===== src/rtl/mem_port_arbiter.sv =====
// Two-client arbiter sharing one slow block-memory port between the I-cache and D-cache.
// Define ARB_RR_EN for round-robin on simultaneous requests; default is fixed D-priority.
module mem_port_arbiter #(
    parameter int ADDR_W = 28,
    parameter int DATA_W = 128,
    parameter int CNT_W  = 16
) (
    input  logic              clk,
    input  logic              proc_reset,
    input  logic              i_mem_read,
    input  logic              i_mem_write,
    input  logic [ADDR_W-1:0] i_mem_addr,
    input  logic [DATA_W-1:0] i_mem_wdata,
    output logic [DATA_W-1:0] i_mem_rdata,
    output logic              i_mem_ready,
    input  logic              d_mem_read,
    input  logic              d_mem_write,
    input  logic [ADDR_W-1:0] d_mem_addr,
    input  logic [DATA_W-1:0] d_mem_wdata,
    output logic [DATA_W-1:0] d_mem_rdata,
    output logic              d_mem_ready,
    output logic              mem_read,
    output logic              mem_write,
    output logic [ADDR_W-1:0] mem_addr,
    output logic [DATA_W-1:0] mem_wdata,
    input  logic [DATA_W-1:0] mem_rdata,
    input  logic              mem_ready,
    output logic [CNT_W-1:0]  i_grant_cnt,
    output logic [CNT_W-1:0]  d_grant_cnt
);

    typedef enum logic [1:0] {IDLE, GNT_I, GNT_D, RESP} state_t;

    state_t            state, state_nxt;
    logic              req_i, req_d, pick_d, grant, done;
    logic              owner_d;
    logic [DATA_W-1:0] rbuf;

    assign req_i = i_mem_read | i_mem_write;
    assign req_d = d_mem_read | d_mem_write;
    assign grant = (state == IDLE) && (req_i || req_d);
    assign done  = ((state == GNT_I) || (state == GNT_D)) && mem_ready;

`ifdef ARB_RR_EN
    // last_d = 0 means I was granted last (reset value)
    logic last_d;
    assign pick_d = req_d && (!req_i || !last_d);

    always_ff @(posedge clk or posedge proc_reset) begin
        if (proc_reset)
            last_d <= 1'b0;
        else if (grant)
            last_d <= pick_d;
    end
`else
    assign pick_d = req_d;
`endif

    always_ff @(posedge clk or posedge proc_reset) begin
        if (proc_reset)
            state <= IDLE;
        else
            state <= state_nxt;
    end

    always_comb begin
        state_nxt = state;
        case (state)
            IDLE:        if (req_i || req_d) state_nxt = pick_d ? GNT_D : GNT_I;
            GNT_I, GNT_D: if (mem_ready) state_nxt = RESP;
            RESP:        state_nxt = IDLE;
            default:     state_nxt = IDLE;
        endcase
    end

    always_comb begin
        i_mem_ready = (state == RESP) && !owner_d;
        d_mem_ready = (state == RESP) && owner_d;
        i_mem_rdata = rbuf;
        d_mem_rdata = rbuf;
    end

    // Registered memory-side request, read buffer and completion counters
    always_ff @(posedge clk or posedge proc_reset) begin
        if (proc_reset) begin
            mem_read    <= 1'b0;
            mem_write   <= 1'b0;
            mem_addr    <= '0;
            mem_wdata   <= '0;
            owner_d     <= 1'b0;
            rbuf        <= '0;
            i_grant_cnt <= '0;
            d_grant_cnt <= '0;
        end else if (grant) begin
            owner_d   <= pick_d;
            mem_addr  <= pick_d ? d_mem_addr  : i_mem_addr;
            mem_wdata <= pick_d ? d_mem_wdata : i_mem_wdata;
            // a combined read+write request forwards only the write
            mem_write <= pick_d ? d_mem_write : i_mem_write;
            mem_read  <= pick_d ? (d_mem_read & ~d_mem_write) : (i_mem_read & ~i_mem_write);
        end else if (done) begin
            rbuf      <= mem_rdata;
            mem_read  <= 1'b0;
            mem_write <= 1'b0;
            if (state == GNT_I && i_grant_cnt != {CNT_W{1'b1}})
                i_grant_cnt <= i_grant_cnt + 1'b1;
            if (state == GNT_D && d_grant_cnt != {CNT_W{1'b1}})
                d_grant_cnt <= d_grant_cnt + 1'b1;
        end
    end

endmodule

===== config.mk =====
export PLATFORM = sky130hd
export DESIGN_NAME = mem_port_arbiter
export DESIGN_NICKNAME = d
export VERILOG_FILES = /design/src/rtl/mem_port_arbiter.sv
export SDC_FILE = /design/constraint.sdc
export NUM_CORES = 1
export LEC_CHECK = 0
export ABC_AREA = 1
export BUFFER_PORTS_ARGS = -buffer_cell sky130_fd_sc_hd__buf_2
export CORE_AREA = 10 10 343 345
export DETAILED_ROUTE_END_ITERATION = 8
export DIE_AREA = 0 0 353 355
export SYNTH_ARGS = -nofsm -noshare
export SYNTH_HDL_FRONTEND = slang
export SYNTH_SLANG_ARGS = --single-unit
export TNS_END_PERCENT = 30

===== constraint.sdc =====
create_clock -name clk -period 8.7 [get_ports clk]
set_clock_uncertainty 0.1 [all_clocks]
set_input_delay 0.435 -clock clk [delete_from_list [all_inputs] [get_ports clk]]
set_output_delay 0.435 -clock clk [all_outputs]
set_load 0.02 [all_outputs]

Yosys cells after proc, flatten, opt, wreduce, memory -nomap -nowiden --
Cells that the tools add are included.
Word-level totals: input bits 447, output and inout port bits 448, bits in registers 321, logic and storage cells 52
Cells by class: reductions and logical operators 16, multiplexer cells 11, add/sub/neg operators 2, eq/ne operators 7, bitwise operators 7
Operators with widths (count):
- two-way mux 128 bit | 1
- adder 16 x 1 -> 16 bit, second input constant | 2
- != test 16 bit, second input constant | 2
- two-way mux 28 bit | 1
- logical AND 1 bit | 6
- two-way mux 2 bit | 3
- one-hot mux 2 bit (3 select lines) | 1
- AND reduction 3 bit | 2
- two-way mux 1 bit | 5
- equality test 2 bit, second input constant | 2
- AND reduction 2 bit | 2
- inverter 1 bit | 3
- bitwise AND 1 bit | 2
- equality test 2 x 1 -> 1 bit, second input constant | 1
- logical NOT 2 bit | 1
- logical OR 1 bit | 2
- != test 2 x 1 -> 1 bit, second input constant | 1
- != test 2 bit, second input constant | 1
- bitwise OR 1 bit | 2
- nonzero test 2 bit | 1
- OR reduction 2 bit | 1
- logical NOT 1 bit | 1

Depth between registers and ports, before layout --
depth after elaboration 5, mapped depth 10, gate-level depth less buffers 9

Worst setup path after synthesis --
Ideal clock, no wire load.
path kind reg2reg, start point register i_grant_cnt[0], end point register i_grant_cnt[7], required time 8.483 ns, setup slack 6.911 ns, setup time 0.117 ns, path buffers 1, clock period less this slack 1.789 ns, arrival 1.572 ns, cell stages (with the launch flop) 11, cells stage by stage dfrtp_1 > ha_1 > nand2_2 > nor2_2 > nand2_2 > nor2_4 > nor2_2 > nand2_4 > buf_6 > nand2_1 > nand2_1
Between the ends: cells in the longest elaborated chain, start to end 3, elaborated cells between the ends (all ways) 4, classes of those cells add/sub: 1; eq/ne: 1; reduce/logical: 2
Ends and longest elaborated chain:
- start, declared | line 28 | output logic [CNT_W-1:0] i_grant_cnt,
- start signal, assigned | line 106 | i_grant_cnt <= i_grant_cnt + 1'b1;
- parallel branches: the longest is 3 deep, another holds adder 16 x 1 -> 16 bit
Several ways; the timed one is not identified. A chain may end at the register's enable or synchronous reset.

Worst setup path after layout --
start point register state[0], end point register mem_wdata[22]
Between the ends: cells in the longest elaborated chain, start to end 2
Ends and longest elaborated chain:
- start, declared | line 34 | state_t state, state_nxt;
- start signal, assigned | line 63 | state <= state_nxt;
- logical NOT 2 bit | line 41 | assign grant = (state == IDLE) && (req_i || req_d);
- logical AND 1 bit | line 41
- end signal, assigned | line 97 | mem_wdata <= pick_d ? d_mem_wdata : i_mem_wdata;
- end, declared | line 25 | output logic [DATA_W-1:0] mem_wdata,
Every way passes these cells.

==> metrics <==
result of the run=finished, final reports clean; count of H-tree levels built during CTS=2; DRC errors left=0; sw frac=47.61%; origin of the worst min-delay path=i_mem_wdata[36]; routability-driven placement congestion ratio=0.9009; number of warnings issued by yosys=0; initial detailed-routing violation count=1355; total of buffers placed on input and output ports=894; cell-by-cell trace of the critical path=inv_1 > ha_1 > nand2_2 > inv_8 > buf_4 > nor2_1 > a31oi_1 > dlygate4sd3_1; maximum single-stage delay on the critical path=0.85 ns; Static Leakage=12.83 nW; core outline area=110400 um2; total number of clock tree sinks=321; clock slew seen by the registers of the worst setup and hold paths=0.06 ns; Gate power share=53.2%; overall power=9.513 mW; Wirelength per Cell=20.06 um; vertical die dimension=355 um; leading cell type in the layout, fill and taps excluded=buf_2; antenna violations before repair=41; minimum period implied by the final worst setup slack=3.477 ns; library cell with the largest summed area after synthesis=dfrtp_1; CTS tree=done; total standard cell area after synthesis=15150 um2; critical path data arrival time=3.90 ns; ratio of cells with drive above 1 in the final layout=33.05%; number of vias per cell after detailed routing=3.778; setup repair after global routing missed its margin=no; detailed placement HPWL=71.89 mm; transition time of the tightest slew-check pin=0.9706 ns; max-slew violation count=0; average instance area after synthesis=8.146 um2; TritonCTS Buffers=40; number of buffers on the longest clock path=3; cell-internal power=4.984 mW; most used cells in the layout excluding fill and tap cells=buf_2, nand2_1, dlygate4sd3_1; cts repair resizes=0; number of instances in the synthesized netlist=1860; global-route wire length before repair=126.5 mm; reg-to-reg startpoint=state[0]$_DFFE_PP0P_; hold violation total from the final report=0; area of placed instances=20100 um2; Max VDD drop=0.2210 mV; global-route usage over all layers=13.69%; Post CTS Setup Buffer Count=0; setup slack of the critical path after layout=5.223 ns; worst hold path class=primary input to register; die extent in x=353 um; maximum number of pins on one net before global-route repair=129; Final ANT Viol Nets=0; TritonRoute pass-1 iters=5; total instance count after detailed placement=4027; DP Worst Slack=5.146 ns; vias=17040; synth-to-layout area growth=68.28%; number of nets produced by synthesis=2314; clock share of power=18.5%; cell at the slowest stage of the critical path=buf_4; post-synthesis cell type count=26; WHS=0.03665 ns; kind of start point of the critical path=register; Final Cell Area=25500 um2; final core utilization=23.10%; Hold Buf Count CTS=401; Max Freq=0.2876 GHz; non-filler cells in the finished layout=4509; Sequential Power Share=28.3%; Critical Path Sink Type=register; std cell rows=122; post-detailed-routing wire length=90.44 mm; post-synth top area share=53.02%; crit path kind=register to register; sequential share of the synthesized area=53.02%; via count of the first global-routing pass=17250; final total negative setup slack=0 ns; Req. time, crit path=9.13 ns; largest cells by area after synthesis=dfrtp_1, nand2_1, buf_4; boundary pin count=895; Crit. Startpoint=state[0]$_DFFE_PP0P_; FF-to-FF path depth=8; net switching component of the power=4.529 mW; power per unit of standard cell area=373.1 nW/um2; critical path fanouts, max=128; Clk Tree Root Cell=clkbuf_16; final net count=3436; worst slew margin relative to its limit=35.29%; sum of overflow across all layers after global routing=0; starting utilization of the core area=13.73%; portion of the clock cycle consumed by the worst path in the final layout=39.96%; # Max-Cap Violations=0; cell count of the worst hold path=3; clock latency of the later-clocked register in the worst-skew pair=0.58 ns; Die ar.=125300 um2; number of storage elements in the synthesis netlist=321; setup violation total in the final timing report=0
-- path summary, 6_finish.rpt --
path | to | slack [ns]
setup / recovery | mem_wdata[22]$_DFFE_PP0P_ | 5.22
hold / removal | mem_wdata[36]$_DFFE_PP0P_ | 0.04
setup reg to reg | mem_wdata[22]$_DFFE_PP0P_ | 5.22
hold reg to reg | d_mem_rdata[119]$_DFFE_PP0P_ | 0.39
max in group asynchronous | d_mem_rdata[115]$_DFFE_PP0P_ | 5.98
min in group asynchronous | mem_wdata[85]$_DFFE_PP0P_ | 0.46
-- layout make-up --
| class | instances | area (um2) |
|---|---|---|
| inverters | 36 | 153.9 |
| flip-flops and latches | 321 | 8033 |
| repair buffers | 1309 | 8593 |
| multi-input cells | 1274 | 5475 |
| clock buffers | 51 | 1104 |
| diodes | 10 | 25.02 |
| clock inverters | 20 | 250.2 |
| well taps | 1488 | 1862 |
| fillers | 12060 | 84870 |
-- routing by layer --
| metal | wire length, um | GRT usage [%] | vias up | share of wire, % |
|---|---|---|---|---|
| met5 | 199 | 0 | - | 0.22 |
| met4 | 4190 | 5.819 | 30 | 4.6 |
| met3 | 10390 | 6.492 | 179 | 11 |
| met2 | 41700 | 22.19 | 868 | 46 |
| met1 | 33960 | 15.29 | 7907 | 38 |
| li1 | - | - | 8051 | - |
-- cells by family after synthesis --
| kind of cell | synth area share (%) |
|---|---|
| and+or+nand+nor | 27.72 |
| DFF | 53.02 |
| buffers and inverters | 10.89 |
| AOI/OAI and AO/OA | 6.863 |
| xor gates and xnor gates | 0.9250 |
| adders and majority gates | 0.5781 |
-- state kept, by name, summed over array words and instances (netlist names) --
| signal | flops |
|---|---|
| mem_wdata | 128 |
| mem_addr | 28 |
| i_grant_cnt | 16 |
| d_grant_cnt | 16 |
| d_mem_rdata | 128 |
| mem_read | 1 |
| state | 2 |
| mem_write | 1 |
| owner_d | 1 |
-- synth_stat cells (all sizes together) --
cell    count
nand4       9
o22ai       1
o21ai       9
inv        36
nand2     854
nor2      192
clkbuf     17
a21oi       1
buf       212
xnor2       8
dfrtp     321
ha          7
o31ai       1
a31oi     156
nand3      26
xor2        8
nor3        2
-- power groups by stage --
stage | Sequential, mW | Combinational (mW) | Clock (mW)
floorplan | 3.41 | 2.10 | 0
global route | 2.78 | 5.45 | 1.89
CTS | 2.68 | 5.11 | 1.83
detailed placement | 2.71 | 4.47 | 0
finish | 2.70 | 5.06 | 1.76
global placement | 2.67 | 4.45 | 0
-- critical path, delay by kind of cell, from the launching register on --
kind | cells | cell delay, ns
flops | 1 | 0.40
buf+inv | 4 | 2.03
compound gates | 1 | 0.19
fa+ha+maj | 1 | 0.21
simple gates | 2 | 0.25
No activity file was read; power rests on OpenSTA's default activity.
